==> config.mk <==
export PLATFORM = sky130hd
export DESIGN_NAME = wb_arbiter
export DESIGN_NICKNAME = d
export VERILOG_FILES = /design/src/rtl/wb_arbiter_pkg.sv /design/src/rtl/wb_rr_pick.sv /design/src/rtl/wb_arbiter.sv
export SDC_FILE = /design/constraint.sdc
export NUM_CORES = 1
export LEC_CHECK = 0
export ABC_AREA = 1
export CORE_AREA = 2 2 139 141
export CTS_CLUSTER_SIZE = 20
export DETAILED_ROUTE_END_ITERATION = 8
export DIE_AREA = 0 0 141 143
export GPL_TIMING_DRIVEN = 0
export PLACE_DENSITY = 0.79
export SKIP_CTS_REPAIR_TIMING = 1
export SKIP_LAST_GASP = 1
export SLEW_MARGIN = 20
export SYNTH_ARGS = -nofsm -noshare
export SYNTH_HDL_FRONTEND = slang
export SYNTH_HIERARCHICAL = 1
export SYNTH_SLANG_ARGS = --single-unit
==> constraint.sdc <==
create_clock -name clk -period 10.6 [get_ports clk]
set_input_delay 2.65 -clock clk [delete_from_list [all_inputs] [get_ports clk]]
set_output_delay 2.65 -clock clk [all_outputs]
set_load 0.02 [all_outputs]
==> src/rtl/wb_arbiter_pkg.sv <==
// Shared core package: register-address and data-word types used by the
// register file, the functional units and the writeback arbiter, plus small
// index helpers for the arbiter.
package wb_arbiter_pkg;

  localparam int CORE_WIDTH = 64;
  localparam int CORE_NREGS = 32;
  localparam int CORE_AW    = $clog2(CORE_NREGS);

  typedef logic [CORE_AW-1:0]    reg_addr_t;
  typedef logic [CORE_WIDTH-1:0] data_t;

  // Width of a source index; at least one bit so single-source builds stay legal.
  function automatic int idx_width(input int n);
    return (n > 1) ? $clog2(n) : 1;
  endfunction

  // (idx + 1) mod n without a divider.
  function automatic int wrap_inc(input int idx, input int n);
    return (idx + 1 >= n) ? 0 : idx + 1;
  endfunction

endpackage

==> src/rtl/wb_rr_pick.sv <==
// Purpose: rotate-and-pick for writeback; scans sources from 'start', grants
//   x0 results unconditionally and up to NWRITE distinct nonzero rd results.
// Latency: purely combinational. Backpressure: a source not granted retries.
// Ports: valid/rd per source and start pointer in; grant vector, per-port
//   valid/source index, and the last nonzero-rd granted index out.
module wb_rr_pick
  import wb_arbiter_pkg::*;
#(
  parameter int NSRC   = 4,
  parameter int NWRITE = 1,
  parameter int AW     = 5,
  parameter int SW     = idx_width(NSRC)
) (
  input  logic [NSRC-1:0]           valid,
  input  logic [NSRC-1:0][AW-1:0]   rd,
  input  logic [SW-1:0]             start,
  output logic [NSRC-1:0]           grant,
  output logic [NWRITE-1:0]         port_vld,
  output logic [NWRITE-1:0][SW-1:0] port_src,
  output logic                      any_nz,
  output logic [SW-1:0]             last_src
);

  int   idx;
  int   cnt;
  logic dup;

  always_comb begin
    grant    = '0;
    port_vld = '0;
    port_src = '0;
    any_nz   = 1'b0;
    last_src = '0;
    idx      = 0;
    cnt      = 0;
    dup      = 1'b0;
    for (int k = 0; k < NSRC; k++) begin
      idx = (int'(start) + k) % NSRC;
      if (valid[idx]) begin
        if (rd[idx] == '0) begin
          // x0 results are absorbed here and never occupy a write port.
          grant[idx] = 1'b1;
        end else if (cnt < NWRITE) begin
          // Already-granted x0 sources carry rd 0, so they never match here.
          dup = 1'b0;
          for (int j = 0; j < NSRC; j++) begin
            if (grant[j] && (rd[j] == rd[idx])) dup = 1'b1;
          end
          if (!dup) begin
            grant[idx]    = 1'b1;
            port_vld[cnt] = 1'b1;
            port_src[cnt] = SW'(idx);
            any_nz        = 1'b1;
            last_src      = SW'(idx);
            cnt           = cnt + 1;
          end
        end
      end
    end
  end

endmodule

==> src/rtl/wb_arbiter.sv <==
// Purpose: writeback arbiter feeding NWRITE register file write ports from
//   NSRC functional units; no same-rd collisions, x0 writes filtered.
// Latency: one cycle, transfer at edge t appears on we/waddr/wdata after t.
// Backpressure: src_ready low for excess or conflicting sources; they hold.
// Ports: clk, rstn (async active-low); src_valid/src_rd/src_data in,
//   src_ready out; we/waddr/wdata registered outputs to the register file.
// Config: define WB_RR_EN for round-robin priority; otherwise fixed priority
//   with source 0 highest and no pointer register. Requires NWRITE <= NSRC.
module wb_arbiter
  import wb_arbiter_pkg::*;
#(
  parameter int WIDTH  = 64,
  parameter int NREGS  = 32,
  parameter int NSRC   = 4,
  parameter int NWRITE = 1
) (
  input  logic                                    clk,
  input  logic                                    rstn,
  input  logic [NSRC-1:0]                         src_valid,
  input  logic [NSRC-1:0][$clog2(NREGS)-1:0]      src_rd,
  input  logic [NSRC-1:0][WIDTH-1:0]              src_data,
  output logic [NSRC-1:0]                         src_ready,
  output logic [NWRITE-1:0]                       we,
  output logic [NWRITE-1:0][$clog2(NREGS)-1:0]    waddr,
  output logic [NWRITE-1:0][WIDTH-1:0]            wdata
);

  localparam int AW = $clog2(NREGS);
  localparam int SW = idx_width(NSRC);

  logic [SW-1:0]             start_ptr;
  logic [NSRC-1:0]           grant;
  logic [NWRITE-1:0]         port_vld;
  logic [NWRITE-1:0][SW-1:0] port_src;
  logic                      any_nz;
  logic [SW-1:0]             last_src;

  wb_rr_pick #(
    .NSRC   (NSRC),
    .NWRITE (NWRITE),
    .AW     (AW),
    .SW     (SW)
  ) u_pick (
    .valid    (src_valid),
    .rd       (src_rd),
    .start    (start_ptr),
    .grant    (grant),
    .port_vld (port_vld),
    .port_src (port_src),
    .any_nz   (any_nz),
    .last_src (last_src)
  );

`ifdef WB_RR_EN
  logic [SW-1:0] ptr_q;

  // Next scan starts just past the last source that won a write port.
  always_ff @(posedge clk or negedge rstn) begin
    if (!rstn) begin
      ptr_q <= '0;
    end else if (any_nz) begin
      ptr_q <= SW'(wrap_inc(int'(last_src), NSRC));
    end
  end

  assign start_ptr = ptr_q;
`else
  assign start_ptr = '0;
  logic unused_pick;
  assign unused_pick = ^{any_nz, last_src};
`endif

  // Sources share rstn, so ready is held low for the whole reset window.
  assign src_ready = grant & {NSRC{rstn}};

  always_ff @(posedge clk or negedge rstn) begin
    if (!rstn) begin
      we    <= '0;
      waddr <= '0;
      wdata <= '0;
    end else begin
      for (int p = 0; p < NWRITE; p++) begin
        we[p] <= port_vld[p];
        // Idle ports keep their last address/data; only we drops.
        if (port_vld[p]) begin
          waddr[p] <= src_rd[port_src[p]];
          wdata[p] <= src_data[port_src[p]];
        end
      end
    end
  end

endmodule
### After elaboration in Yosys (flattened, before gate mapping)

Cells that the tools add are included.

| storage, ports and cells | value |
|---|---|
| flip-flop bits (word level) | 70 |
| word-level logic and storage cells | 128 |

| operators by class | value |
|---|---|
| add/subtract/negate cells | 2 |
| magnitude comparators | 10 |
| equality and inequality tests | 9 |
| multiplexer cells | 80 |
| bitwise gates (word level) | 8 |
| reductions and logical operators | 16 |

Operators by type and width:

| operator | count |
|---|---|
| $mux 32 | 9 |
| $lt 32x2->1 const B | 6 |
| $bmux 64 s2 | 1 |
| $ge 32x1->1 const B | 3 |
| $add 32x2->32 const B | 2 |
| $mux 64 | 1 |
| $eq 5x5->1 | 9 |
| $mux 1 | 42 |
| $mux 2 | 14 |
| $mux 4 | 7 |
| $logic_not 5->1 | 4 |
| $mux 3 | 4 |
| $bmux 5 s2 | 1 |
| $logic_and 1x1->1 | 10 |
| $mux 5 | 1 |
| $and 4x4->4 | 1 |
| $or 1x1->1 | 4 |
| $lt 2x3->1 const B | 1 |
| $logic_and 1x1->1 const A | 2 |
| $or 2x2->2 | 1 |
| $and 1x1->1 | 1 |
| $not 1->1 | 1 |

### Logic depth before layout (Yosys ltp)

Gate-level depths: netlist of the first run.

| depth | value |
|---|---|
| depth in word-level cells | 39 |
| gate-level depth with buffers | 37 |
| gate-level depth less buffers | 32 |

### Modules after synthesis

Netlist of the first run, hierarchy kept.

Modules (own cells, without submodules):

| module | times used | cells each | area each (sq um) | seq. area each (sq um) |
|---|---|---|---|---|
| wb_arbiter | 1 | 1108 | 5904.4 | 1751.7 |
| wb_rr_pick | 1 | 425 | 2215.9 | 0.0 |

### Worst setup path before layout of the first run

Ideal clock, no wire load.

| timing | value |
|---|---|
| path kind | input -> output |
| start point | in src_rd[2] (netlist name) |
| end point | out src_ready[3] |
| arrival time | 4.939 ns |
| required time | 7.950 ns |
| path slack | 3.011 ns |
| stages on the path | 22 |
| buffers on the path | 0 |
| cell sequence | inv_1 o21ai_1 nor2_1 nand4_1 nand3_1 nand4_1 nand2_1 nand2_1 nand2_2 nand2_2 nand2_2 nor2_4 nand2_1 ha_1 a211oi_1 a21boi_1 nand2_1 o21bai_2 nand2_1 nand2_1 nand2_1 inv_1 |

| on the way | value |
|---|---|
| longest elaborated chain between the ends | 35 |

RTL lines:

| item | RTL line | text |
|---|---|---|
| start, declared | wb_arbiter.sv:20 | `input logic [NSRC-1:0][$clog2(NREGS)-1:0] src_rd,` |
| parallel branches: the longest is 31 deep, another holds $add 32x2->32 | - |  |
| $mux 4 * | wb_rr_pick.sv:43 | `end else if (cnt < NWRITE) begin` |
| $mux 4 * | wb_rr_pick.sv:40 | `if (rd[idx] == '0) begin` |
| $mux 4 * | wb_rr_pick.sv:39 | `if (valid[idx]) begin` |
| via grant[3] | wb_arbiter.sv:32 | `logic [NSRC-1:0] grant;` |
| $and 4x4->4 * | wb_arbiter.sv:74 | `assign src_ready = grant & {NSRC{rstn}};` |
| end, declared | wb_arbiter.sv:22 | `output logic [NSRC-1:0] src_ready,` |

Mark *: on every way through the listed nets, which the timed path passes. The select of a mux whose other input is x is not followed.

### Worst setup path in the final report of the first run

| timing | value |
|---|---|
| start point | in src_rd[10] (netlist name) |
| end point | out src_ready[3] |

| on the way | value |
|---|---|
| longest elaborated chain between the ends | 33 |

RTL lines:

| item | RTL line |
|---|---|
| parallel branches: the longest is 29 deep, another holds $add 32x2->32 | - |
| $mux 4 * | wb_rr_pick.sv:43 |
| $mux 4 * | wb_rr_pick.sv:40 |
| $mux 4 * | wb_rr_pick.sv:39 |
| via grant[3] | wb_arbiter.sv:32 |
| $and 4x4->4 * | wb_arbiter.sv:74 |

Marked as above.

==> results of run 1 <==
==> flip-flops by register name, indices dropped and copies added (netlist names) <==
name	flops
wdata	64
waddr	5
we	1
==> cell usage in the layout, fill, tap and decap left out, drive strengths merged, types with 3 or more instances in the layout <==
cell type	n
a21oi	4
buf	58
clkbuf	22
clkdlybuf4s50	354
clkinv	3
conb	12
dfrtp	70
ha	8
inv	342
nand2	721
nand3	190
nand4	13
nor2	46
nor4	7
o21ai	21
xor2	25
==> stage by stage <==
stage | utilization | power (uW) | std cells | hold slack (ps)
2_1_floorplan | - | 1050 | 1540 | 589
3_3_place_gp | 0.645 | 1580 | 2129 | 461
3_5_place_dp | 0.647 | 1600 | 2130 | 464
4_1_cts | 0.664 | 1940 | 2146 | 480
5_1_grt | 0.664 | 2070 | 2146 | 493
6_report | 0.664 | 1950 | 2146 | 477
==> area by class of cell <==
cell class	count	area, um2	share of cell area
multi-input combinational	1061	4730	0.384
buffer	69	379	0.0307
inverter	340	1280	0.103
timing repair buffer	356	3580	0.290
tap	234	293	0.0237
sequential	70	1750	0.142
clock buffer	9	225	0.0182
clock inverter	7	104	0.00841
==> routing by layer <==
metal	track usage	share of wire	vias up
met4	0.139	0.042	0
met5	0	0	-
met3	0.0698	0.076	78
met2	0.558	0.48	449
li1	-	-	5217
met1	0.399	0.41	4637
==> worst max path at each step <==
| stage | from | to | cells after the start |
|---|---|---|---|
| after global placement | src_rd[0] | src_ready[3] | 24 |
| final | src_rd[10] | src_ready[3] | 22 |
| after global routing | src_rd[0] | src_ready[3] | 24 |
| after floorplan | src_rd[2] | src_ready[3] | 22 |
| after CTS | src_rd[0] | src_ready[3] | 24 |
| after detailed placement | src_rd[0] | src_ready[3] | 24 |
==> power by group <==
group | leakage [uW] | switching [uW] | internal, uW
registers | 0.000837 | 59.9 | 376
clock network | 0.000161 | 128 | 209
logic | 0.00614 | 695 | 481
total | 0.00714 | 883 | 1070
==> critical path, stage by stage <==
cell and delay (ps):
clkdlybuf4s50_1 570, o21ai_0 300, nand2_1 80, o21ai_1 240, inv_1 170, nand2_1 90, nand4_1 110, nor4_1 450
nand2_2 130, nand2_2 100, nor2_4 40, nand2_1 60, ha_1 220, a211oi_1 300, a21boi_1 210, nand2_1 100
o21bai_2 200, nand2_1 70, nand2_1 60, nand2_1 50, inv_1 70, clkdlybuf4s50_1 610
==> impl_metrics.yaml, run 1 <==
worst_setup_path:
  critPathArrivalTime_ps: 6890
  start_kind: "input pin"
  worst-r2r-setup-slack_ps: 9920
  critPathMaxFanout: 7
  timing.rr.start: "wdata[27]$_DFFE_PN0P_"
  crit_type: "input pin to primary output"
  r2r-end: "wdata[27]$_DFFE_PN0P_"
  reg2regPathDepth: 2
  crit_required_ps: 7950
  crit_path_end_kind: "primary output"
sta:
  setup_viol: 0
  fin_tns_setup_ps: 0
  finalCritPeriodShare: 0.900
  fmax_mhz: 105
  final_hold_viol_count: 0
  rsz0062_at_grt: "no"
  max_slew_margin: 0.489
  skew_ps: 0
  fin_ws_ps: 1060
  worstMarginPinSlew_ps: 766
  slew_violations: 0
  period_minus_slack_ps: 9540
cts:
  cts_sinks: 70
  clockBufferDepth: 2
  root_buffer: "clkbuf_16"
  numCtsBuffers: 9
  clk_pin_slew_ps: 60
  h-tree-depth: 3
  clk_latency_ps: 340
  cts_tree: "done"
placement:
  hpwl_um: 27300
  place_ws_ps: 1180
  portBuffers: 355
  routabilityCongestion: 1.00
  placed_area_um2: 12000
logic_synthesis:
  syn_inst: 1529
  yosysWarnings: 6
  syn_area_um2: 8100
  synth_area_per_cell_um2: 5.30
pwr:
  ir_worst_vdd_mv: 0.109
  power.density_nw_per_um2: 158
  leakagePower_uw: 0.00714
outcome:
  status: "finished, final reports clean"
hold_path:
  min-delay-start: "wdata[29]$_DFFE_PN0P_"
  hp-class: "register to register"
  min_to: "wdata[29]$_DFFE_PN0P_"
  hold_path_depth: 2
die:
  dieArea_um2: 20200
  initial_utilization: 0.436
  ios: 356
  core_um2: 18600
  die_w_um: 141
  die-height_um: 143
  rows: 50
routing:
  routed_wl_um: 33900
  drc: 0
  num_vias: 10400
  dr.first_iter.drc_count: 667
  wl_per_cell_um: 15.8
  ant_nets: 0
  viasPerCell: 4.84
  first_pass_iters: 6
final_layout:
  area_growth_pct: 52.4
  nFillCells: 1798
  diodes: 0
  layout.nets: 2197
  design_area_um2: 12300
  drive_gt1_frac: 0.0643
global_route:
  grt_usage: 0.326
  grt_pass1_wl_um: 51100
  grt_overflow: 0
  grt_pass1_vias: 9442
  grt_start_max_net_pins: 54
  antenna_found_initial: 0
run:
  cap_violations: 0
Power figures use the tool's default switching activity.
==> run 2: changes to the inputs <==
==> constraint.sdc (replaced) <==
create_clock -name clk -period 10.6 [get_ports clk]
set_input_delay 2.65 -clock clk [delete_from_list [all_inputs] [get_ports clk]]
set_output_delay 2.65 -clock clk [all_outputs]
set_load 0.005 [all_outputs]
==> results of run 2 <==
The final DEF is identical to that of run 1. Status: finished, final reports clean.
Main changes from that run: setup slack after placement 1180 ps -> 1280 ps; setup slack after layout 1060 ps -> 1160 ps; total power 1950 uW -> 1820 uW; worst IR drop on VDD 0.109 mV -> 0.102 mV
==> run 3: changes to the inputs <==
--- a/config.mk
+++ b/config.mk
@@ -6,12 +6,13 @@
 export NUM_CORES = 1
 export LEC_CHECK = 0
 export ABC_AREA = 1
-export CORE_AREA = 2 2 139 141
+export CORE_ASPECT_RATIO = 1.2
+export CORE_MARGIN = 8
+export CORE_UTILIZATION = 47
 export CTS_CLUSTER_SIZE = 20
 export DETAILED_ROUTE_END_ITERATION = 8
-export DIE_AREA = 0 0 141 143
 export GPL_TIMING_DRIVEN = 0
-export PLACE_DENSITY = 0.79
+export PLACE_DENSITY = 0.84
 export SKIP_CTS_REPAIR_TIMING = 1
 export SKIP_LAST_GASP = 1
 export SLEW_MARGIN = 20
==> impl_metrics.yaml, run 3 (same netlist as run 1, synthesis figures left out) <==
final_layout:
  largest_reg_flops: 64
  final_common_cell: "nand2_1"
  final_cell_mix: "nand2_1 (704), clkdlybuf4s50_1 (354), inv_1 (328), nand3_1 (179), dfrtp_1 (70)"
  layout.nets: 2197
  reg_top3: "wdata x64, waddr x5, we x1"
  area_growth_pct: 51.6
  drive_gt1_frac: 0.0633
  final_util: 0.729
  regMostFlops: "wdata"
  fin_cells: 2131
  design_area_um2: 12300
placement:
  routabilityCongestion: 0.996
  place_ws_ps: 1180
  post-place-cells: 2112
  placed_area_um2: 12000
  portBuffers: 355
  hpwl_um: 32100
routing:
  wl_per_cell_um: 18.5
  ant_nets: 0
  viasPerCell: 5.09
  first_pass_iters: 5
  dr.first_iter.drc_count: 763
  routed_wl_um: 39300
  num_vias: 10900
  drc: 0
cts:
  cts_sinks: 70
  root_buffer: "clkbuf_16"
  clk_latency_ps: 340
  numCtsBuffers: 9
  cts_tree: "done"
  clockBufferDepth: 2
  h-tree-depth: 3
  clk_pin_slew_ps: 60
outcome:
  status: "finished, final reports clean"
sta:
  final_hold_viol_count: 0
  setup_viol: 0
  fin_tns_setup_ps: 0
  worstMarginPinSlew_ps: 715
  period_minus_slack_ps: 9500
  skew_ps: 0
  rsz0062_at_grt: "no"
  finalCritPeriodShare: 0.896
  fmax_mhz: 105
  slew_violations: 0
  fin_ws_ps: 1100
  max_slew_margin: 0.523
worst_setup_path:
  crit_type: "input pin to primary output"
  critPathLaunch: "src_rd[10]"
  timing.rr.start: "wdata[44]$_DFFE_PN0P_"
  crit_required_ps: 7950
  critPathMaxFanout: 7
  crit_path_end_kind: "primary output"
  critPathArrivalTime_ps: 6850
  start_kind: "input pin"
global_route:
  grt_usage: 0.343
  grt_pass1_vias: 10300
  grt_start_max_net_pins: 60
  grt_overflow: 0
  grt_pass1_wl_um: 57900
  antenna_found_initial: 4
pwr:
  power.density_nw_per_um2: 147
  leakagePower_uw: 0.00711
  ir_worst_vdd_mv: 0.0923
die:
  core_um2: 16900
  dieArea_um2: 21700
  ios: 356
  initial_utilization: 0.481
  rows: 52
  die_w_um: 136
  die-height_um: 160
hold_path:
  min-delay-start: "wdata[20]$_DFFE_PN0P_"
  hp-class: "register to register"
run:
  cap_violations: 0
==> run 3: layout make-up <==
class	instances	area (um2)
Antenna cell	4	10.0
Buffer	69	379
Clock buffer	12	256
Clock inverter	3	20.0
Fill cell	1442	4570
Inverter	340	1280
Multi-Input combinational cell	1061	4730
Sequential cell	70	1750
Tap cell	216	270
Timing Repair Buffer	356	3580
==> run 3: worst paths after layout <==
check | endpoint | slack [ps] | cells after the start
setup / recovery | src_ready[3] | 1100 | 22
hold reg to reg | wdata[20]$_DFFE_PN0P_ | 480 | 2
min in group asynchronous | wdata[10]$_DFFE_PN0P_ | 2180 | 1
setup reg to reg | wdata[44]$_DFFE_PN0P_ | 9900 | 2
max in group asynchronous | wdata[52]$_DFFE_PN0P_ | 7840 | 2
hold / removal | wdata[20]$_DFFE_PN0P_ | 480 | 2
==> run 3: report_power, final <==
| group | switching (uW) | internal (uW) |
|---|---|---|
| Clock | 119 | 170 |
| Combinational | 594 | 481 |
| Sequential | 66.2 | 376 |
==> run 3: through the flow <==
| stage | hold slack [ps] | total power [uW] |
|---|---|---|
| after floorplan | 472 | 925 |
| after global placement | 461 | 1460 |
| after detailed placement | 464 | 1490 |
| after CTS | 480 | 1790 |
| after global routing | 499 | 1900 |
| final | 478 | 1810 |
==> run 3: routing by layer <==
layer / routed length (um) / track usage / vias to the layer above / part of all wire
met1: 14200 / 0.369 / 4913 / 0.36
met3: 3280 / 0.0738 / 149 / 0.083
met5: 0 / 0 / - / 0
li1: - / - / 5223 / -
met4: 2650 / 0.216 / 0 / 0.067
met2: 19200 / 0.592 / 568 / 0.49
==> run 3: critical path, cell delays in order <==
cell             delay (ps)
clkdlybuf4s50_1         590
o21ai_0                 280
nand2_1                  70
o21ai_1                 260
inv_1                   170
nand2_1                  90
nand4_1                 150
nor4_1                  340
nand3_1                 180
nand2_2                 120
nor2_4                   40
nand2_1                  50
ha_1                    210
a211oi_1                290
a21boi_1                220
nand2_1                 100
o21bai_2                200
nand2_1                  90
nand2_1                  60
nand2_1                  50
inv_1                    70
clkdlybuf4s50_1         520
